## config.mk

```make
export PLATFORM = sky130hd
export DESIGN_NAME = dvp_frame_tx
export DESIGN_NICKNAME = d
export VERILOG_FILES = /design/src/rtl/dvp_frame_tx.sv
export SDC_FILE = /design/constraint.sdc
export NUM_CORES = 1
export LEC_CHECK = 0
export BUFFER_PORTS_ARGS = -buffer_cell sky130_fd_sc_hd__clkbuf_2
export CELL_PAD_IN_SITES_DETAIL_PLACEMENT = 0
export CELL_PAD_IN_SITES_GLOBAL_PLACEMENT = 1
export CORE_ASPECT_RATIO = 1.75
export CORE_MARGIN = 3
export CORE_UTILIZATION = 43
export DETAILED_ROUTE_END_ITERATION = 12
export PLACE_DENSITY = 0.9
export SLEW_MARGIN = 25
export SYNTH_ARGS = -nofsm -noshare
export SYNTH_HDL_FRONTEND = slang
export SYNTH_SLANG_ARGS = --single-unit
```

## constraint.sdc

```tcl
create_clock -name camera_pclk -period 3.5 [get_ports camera_pclk]
set_clock_uncertainty 0.05 [all_clocks]
set_input_delay 0.7 -clock camera_pclk [delete_from_list [all_inputs] [get_ports camera_pclk]]
set_output_delay 0.7 -clock camera_pclk [all_outputs]
set_load 0.05 [all_outputs]
```

## src/rtl/dvp_frame_tx.sv

```systemverilog
// dvp_frame_tx: replays 32-bit words from a first-word-fall-through FIFO as
// an 8-bit DVP camera stream (vsync / href / data) with programmable timing.
// Optional build macro DVP_FRAME_TX_PATTERN_EN adds input test_mode, which
// replaces FIFO data with the horizontal byte index.
// rd_ack is high during the clock whose closing edge loads byte [7:0] onto
// camera_data. The FIFO therefore pops on the same edge that emits [7:0],
// and the next head word is stable in time for the next group's byte 0.
`timescale 1ns/1ps
module dvp_frame_tx #(
    parameter int H_ACTIVE = 1280,
    parameter int H_BLANK  = 160,
    parameter int V_ACTIVE = 720,
    parameter int V_SYNC   = 4,
    parameter int V_BACK   = 20,
    parameter int V_FRONT  = 5
) (
    input  logic        camera_pclk,
    input  logic        rst,
    input  logic        init_done,
`ifdef DVP_FRAME_TX_PATTERN_EN
    input  logic        test_mode,
`endif
    input  logic [31:0] rd_data,
    input  logic        rd_empty,
    output logic        rd_ack,
    output logic        camera_vsync,
    output logic        camera_href,
    output logic [7:0]  camera_data,
    output logic        frame_done,
    output logic        underflow
);
    localparam int H_TOTAL   = H_ACTIVE + H_BLANK;
    localparam int SYNC_LEN  = V_SYNC * H_TOTAL;
    localparam int BACK_LEN  = V_BACK * H_TOTAL;
    localparam int FRONT_LEN = V_FRONT * H_TOTAL;
    localparam int L1 = (SYNC_LEN > BACK_LEN) ? SYNC_LEN : BACK_LEN;
    localparam int L2 = (L1 > FRONT_LEN) ? L1 : FRONT_LEN;
    localparam int L3 = (L2 > H_TOTAL) ? L2 : H_TOTAL;
    // One counter serves every state; it only has to reach the longest one.
    localparam int CW = (L3 > 4) ? $clog2(L3) : 2;
    localparam int LW = $clog2(V_ACTIVE + 1);

    typedef enum logic [2:0] {
        S_IDLE, S_VSYNC, S_VBACK, S_ACTIVE, S_HBLANK, S_VFRONT
    } state_t;

    state_t         state_q, state_d;
    logic [CW-1:0]  cnt_q, cnt_d;
    logic [LW-1:0]  line_q, line_d;
    logic [1:0]     init_q;
    logic [23:0]    word_q, word_d;
    logic           ok_q, ok_d;
    logic           vsync_q, vsync_d;
    logic           href_q, href_d;
    logic [7:0]     data_q, data_d;
    logic           done_q, done_d;
    logic           underflow_q, underflow_d;
    logic           grp_start;
    logic           pat;

`ifdef DVP_FRAME_TX_PATTERN_EN
    assign pat = test_mode;
`else
    assign pat = 1'b0;
`endif

    // Frame sequencer: state, position inside the state, and lines sent.
    always_comb begin
        state_d = state_q;
        cnt_d   = cnt_q + CW'(1);
        line_d  = line_q;
        unique case (state_q)
            S_IDLE: begin
                cnt_d = '0;
                if (init_q[1]) state_d = S_VSYNC;
            end
            S_VSYNC: begin
                if (cnt_q == CW'(SYNC_LEN - 1)) begin
                    state_d = S_VBACK;
                    cnt_d   = '0;
                end
            end
            S_VBACK: begin
                if (cnt_q == CW'(BACK_LEN - 1)) begin
                    state_d = S_ACTIVE;
                    cnt_d   = '0;
                end
            end
            S_ACTIVE: begin
                if (cnt_q == CW'(H_ACTIVE - 1)) begin
                    state_d = S_HBLANK;
                    cnt_d   = '0;
                    line_d  = line_q + LW'(1);
                end
            end
            S_HBLANK: begin
                if (cnt_q == CW'(H_BLANK - 1)) begin
                    cnt_d = '0;
                    if (line_q < LW'(V_ACTIVE)) begin
                        state_d = S_ACTIVE;
                    end else begin
                        state_d = S_VFRONT;
                        line_d  = '0;
                    end
                end
            end
            S_VFRONT: begin
                if (cnt_q == CW'(FRONT_LEN - 1)) begin
                    cnt_d   = '0;
                    state_d = init_done ? S_VSYNC : S_IDLE;
                end
            end
            default: begin
                state_d = S_IDLE;
                cnt_d   = '0;
            end
        endcase
    end

    // Output values for the next clock, derived from the next state so the
    // registered outputs line up with the state they describe.
    always_comb begin
        grp_start   = (state_d == S_ACTIVE) && (cnt_d[1:0] == 2'd0);
        vsync_d     = (state_d == S_VSYNC);
        href_d      = (state_d == S_ACTIVE);
        done_d      = (state_d == S_VFRONT) && (cnt_d == CW'(FRONT_LEN - 1));
        word_d      = word_q;
        ok_d        = ok_q;
        underflow_d = underflow_q;
        data_d      = 8'h00;
        if (href_d) begin
            if (pat) begin
                data_d = 8'(cnt_d);
                if (grp_start) ok_d = 1'b0;
            end else if (grp_start) begin
                // Latch the head word; a starved slot goes out as zeros.
                word_d      = rd_data[23:0];
                ok_d        = !rd_empty;
                data_d      = rd_empty ? 8'h00 : rd_data[31:24];
                underflow_d = underflow_q | rd_empty;
            end else if (ok_q) begin
                unique case (cnt_d[1:0])
                    2'd1:    data_d = word_q[23:16];
                    2'd2:    data_d = word_q[15:8];
                    default: data_d = word_q[7:0];
                endcase
            end
        end
    end

    // State, counters and registered outputs; reset clears everything.
    always_ff @(posedge camera_pclk) begin
        if (rst) begin
            state_q     <= S_IDLE;
            cnt_q       <= '0;
            line_q      <= '0;
            init_q      <= '0;
            word_q      <= '0;
            ok_q        <= 1'b0;
            vsync_q     <= 1'b0;
            href_q      <= 1'b0;
            data_q      <= 8'h00;
            done_q      <= 1'b0;
            underflow_q <= 1'b0;
        end else begin
            state_q     <= state_d;
            cnt_q       <= cnt_d;
            line_q      <= line_d;
            init_q      <= {init_q[0], init_done};
            word_q      <= word_d;
            ok_q        <= ok_d;
            vsync_q     <= vsync_d;
            href_q      <= href_d;
            data_q      <= data_d;
            done_q      <= done_d;
            underflow_q <= underflow_d;
        end
    end

    // Pop while byte [15:8] is on the bus so the FIFO advances as [7:0] goes out.
    assign rd_ack = (state_q == S_ACTIVE) && (cnt_q[1:0] == 2'd2) && ok_q &&
                    !rd_empty && !pat;

    assign camera_vsync = vsync_q;
    assign camera_href  = href_q;
    assign camera_data  = data_q;
    assign frame_done   = done_q;
    assign underflow    = underflow_q;
endmodule
```

==> qor.yml <==
status:
  status: "completed"
finish:
  fillers: 753
  layout.cells.non_filler: 544
  layout-area-overhead-vs-synth_pct: 17.5
  layout_common_cells: "67 x dfxtp_1, 48 x clkbuf_2, 46 x nand2_1"
  final_common_cell: "dfxtp_1"
  drive_above_1_share_pct: 18.9
  seq_area_um2: 1340
  multi_input_area_um2: 1990
  antenna_cells: 0
  layout.nets: 493
placement:
  place_hpwl_mm: 6.46
  dp_worst_setup_slack_ns: 0.328
  dpl.cell_count: 529
  port_buffers: 48
  gp_congestion: 0.941
global_routing:
  antenna_found_initial: 0
  grt_overflow: 0
  grt_start_max_net_pins: 52
  grt_pass1_vias: 3020
  grt_pass1_wl_mm: 13.8
  gr-usage-all-layers_pct: 19.5
die:
  coreArea_um2: 7910
  io_pins: 49
  die_h_um: 125
  die_w_um: 74.2
  start_util_pct: 44.3
  dieArea_um2: 9310
  rows: 43
critical_path:
  cp_max_fo: 8
  crit_required_ns: 3.66
  reg2reg_to: "camera_data[3]"
  worstSetupStartpoint: "cnt_q[1]"
  reg2reg_depth: 14
  crit_arrival_ns: 3.30
  reg2reg_setup_slack_ns: 0.36
  crit_path_start_kind: "flip-flop"
  endpoint_kind: "flip-flop"
  critical_path_class: "flip-flop to flip-flop"
  r2r-start: "cnt_q[1]"
  crit_end: "camera_data[3]"
power_and_ir_drop:
  powerDensity_nw_per_um2: 425
  p_leak_nw: 1.54
  ir_worst_vdd_mv: 0.243
timing:
  holdWs_ns: 0.395
  setup_viol: 0
  slew_violations: 0
  rsz0062_at_grt: "false"
  min_period_ns: 3.14
  min_period_over_period_pct: 89.7
  maxSlewHeadroom_pct: 61.4
  max_freq_mhz: 319
  max_slew.worst_pin.slew_ns: 0.574
  setup_tns_ns: 0
  setup_ws_ns: 0.362
  hold_viol: 0
routing:
  ant_nets: 0
  viasPerCell: 5.63
  wirelength_mm: 8.60
  drc: 0
  drtPass1Iterations: 4
  drtIter0Drc: 182
  num_vias: 3061
  post_drt_wl_per_cell_um: 15.8
yosys:
  synth_edf_count: 0
  synth_area_leaders: "dfxtp_1 38%, or3b_1 6.0%, nand2_1 4.9%, a21oi_1 3.9%, nor2_1 3.0%"
  synthArstFlopShare_pct: 0
  netlist_area_um2: 3500
  yosysWarnings: 0
  syn-num-nets: 454
  synth_area_per_cell_um2: 8.51
  yosysTopAreaCellShare_pct: 38.3
  synth_ff_type: "dfxtp_1"
  synthCells: 412
  ys_types: 57
  synth_seq_cells: 67
  synth_largest_area_cell: "dfxtp_1"
  seq_area_frac_synth_pct: 38.3
flow_run:
  drv_cap: 0
clocking:
  clk_latency_ns: 0.33
  post_cts_buffers: 0
  cts_tree: "yes"
  cts_max_level: 3
  clk_pin_slew_ns: 0.05
  clock_path_buffers: 2
  cts_sinks: 67
  cts-root-buf: "clkbuf_16"
  cts_buffers: 9
min_path:
  hold_path_class: "flip-flop to flip-flop"
worst min path at each step:
stage | slack, ns | start | end | cells after the start
floorplan | 0.36 | init_q[0] | init_q[1] | 1
global placement | 0.37 | init_q[0] | init_q[1] | 1
detailed placement | 0.40 | init_q[0] | init_q[1] | 1
CTS | 0.41 | init_q[0] | init_q[1] | 1
global route | 0.41 | init_q[0] | init_q[1] | 1
finish | 0.40 | init_q[0] | init_q[1] | 1
power breakdown:
part	internal, mW	total, mW	leakage [nW]	switching [mW]
Clock	0.600	0.912	0.151	0.312
Sequential	0.766	0.768	0.540	0.00186
Combinational	0.0295	0.0693	0.848	0.0398
Total	1.40	1.75	1.54	0.354
through the flow:
| stage | area [um^2] | util, % | total power, mW |
|---|---|---|---|
| after floorplan | 3500 | - | 0.824 |
| after global placement | 3790 | 47.9 | 0.848 |
| after detailed placement | 3790 | 47.9 | 0.849 |
| after CTS | 4090 | 51.7 | 1.76 |
| after global routing | 4120 | 52.1 | 1.81 |
| final | 4120 | 52.1 | 1.75 |
registers in the layout, summed over array words and instances, names as in the netlist, 2 cells and up:
register,count
line_q,10
camera_data,8
state_q,3
cnt_q,15
word_q,24
init_q,2
synthesized netlist by cell type (4+ instances only):
cell,instances
a21oi_1,27
a22oi_1,8
a31oi_1,4
and2_1,5
and3_1,5
and4_1,4
buf_2,4
buf_6,4
clkbuf_1,21
dfxtp_1,67
ha_1,6
inv_1,8
mux2i_1,9
nand2_1,46
nand3_1,10
nand4_1,9
nor2_1,28
nor2b_1,5
nor3_1,10
nor4_1,6
o21ai_0,16
o21ai_1,20
or3_1,4
or3b_1,24
xnor2_1,11
xor2_1,12
layout make-up:
type	count	area share, %
repair buffers	57	8.26
inverters	8	0.729
clock inverters	2	0.851
flip-flops and latches	67	32.6
multi-input cells	308	48.4
clock buffers	12	6.47
well taps	90	2.73
worst max-delay path, cell delays in order, from the launching register on:
cell and delay, ns:
dfxtp_1 0.37, ha_1 0.26, nand4_2 0.22, or3_1 0.43, o21ai_2 0.25, nand3_2 0.16
o21ai_4 0.17, nand2_1 0.11, nand2b_1 0.13, inv_1 0.06, ha_1 0.29, a22oi_1 0.27
o21ai_0 0.11, nand2_1 0.08, mux2i_1 0.06
cells by family after synthesis:
logic type                 count (synthesis)  share of synthesized area [%]
muxes                                     10                           2.89
xor gates and xnor gates                  23                           5.75
AOI/OAI and AO/OA                         89                           15.5
DFF                                       67                           38.3
adders and majority gates                  6                           2.14
and+or+nand+nor                          180                           30.5
buffers and inverters                     37                           4.96
timing repair:
action / 4_1_cts / 5_1_grt
hold buffers: 0 / 0
gates resized for setup: 0 / 1
setup endpoints to repair: 0 / 4
per-layer routing:
layer,vias to the layer above,global-route usage [%],share of wire [%]
met5,-,0,0
met4,0,12.4,5.1
met1,1394,18.5,36
met2,86,35.7,54
met3,28,4.34,4.7
li1,1553,-,-
No activity file was read; power rests on OpenSTA's default activity.
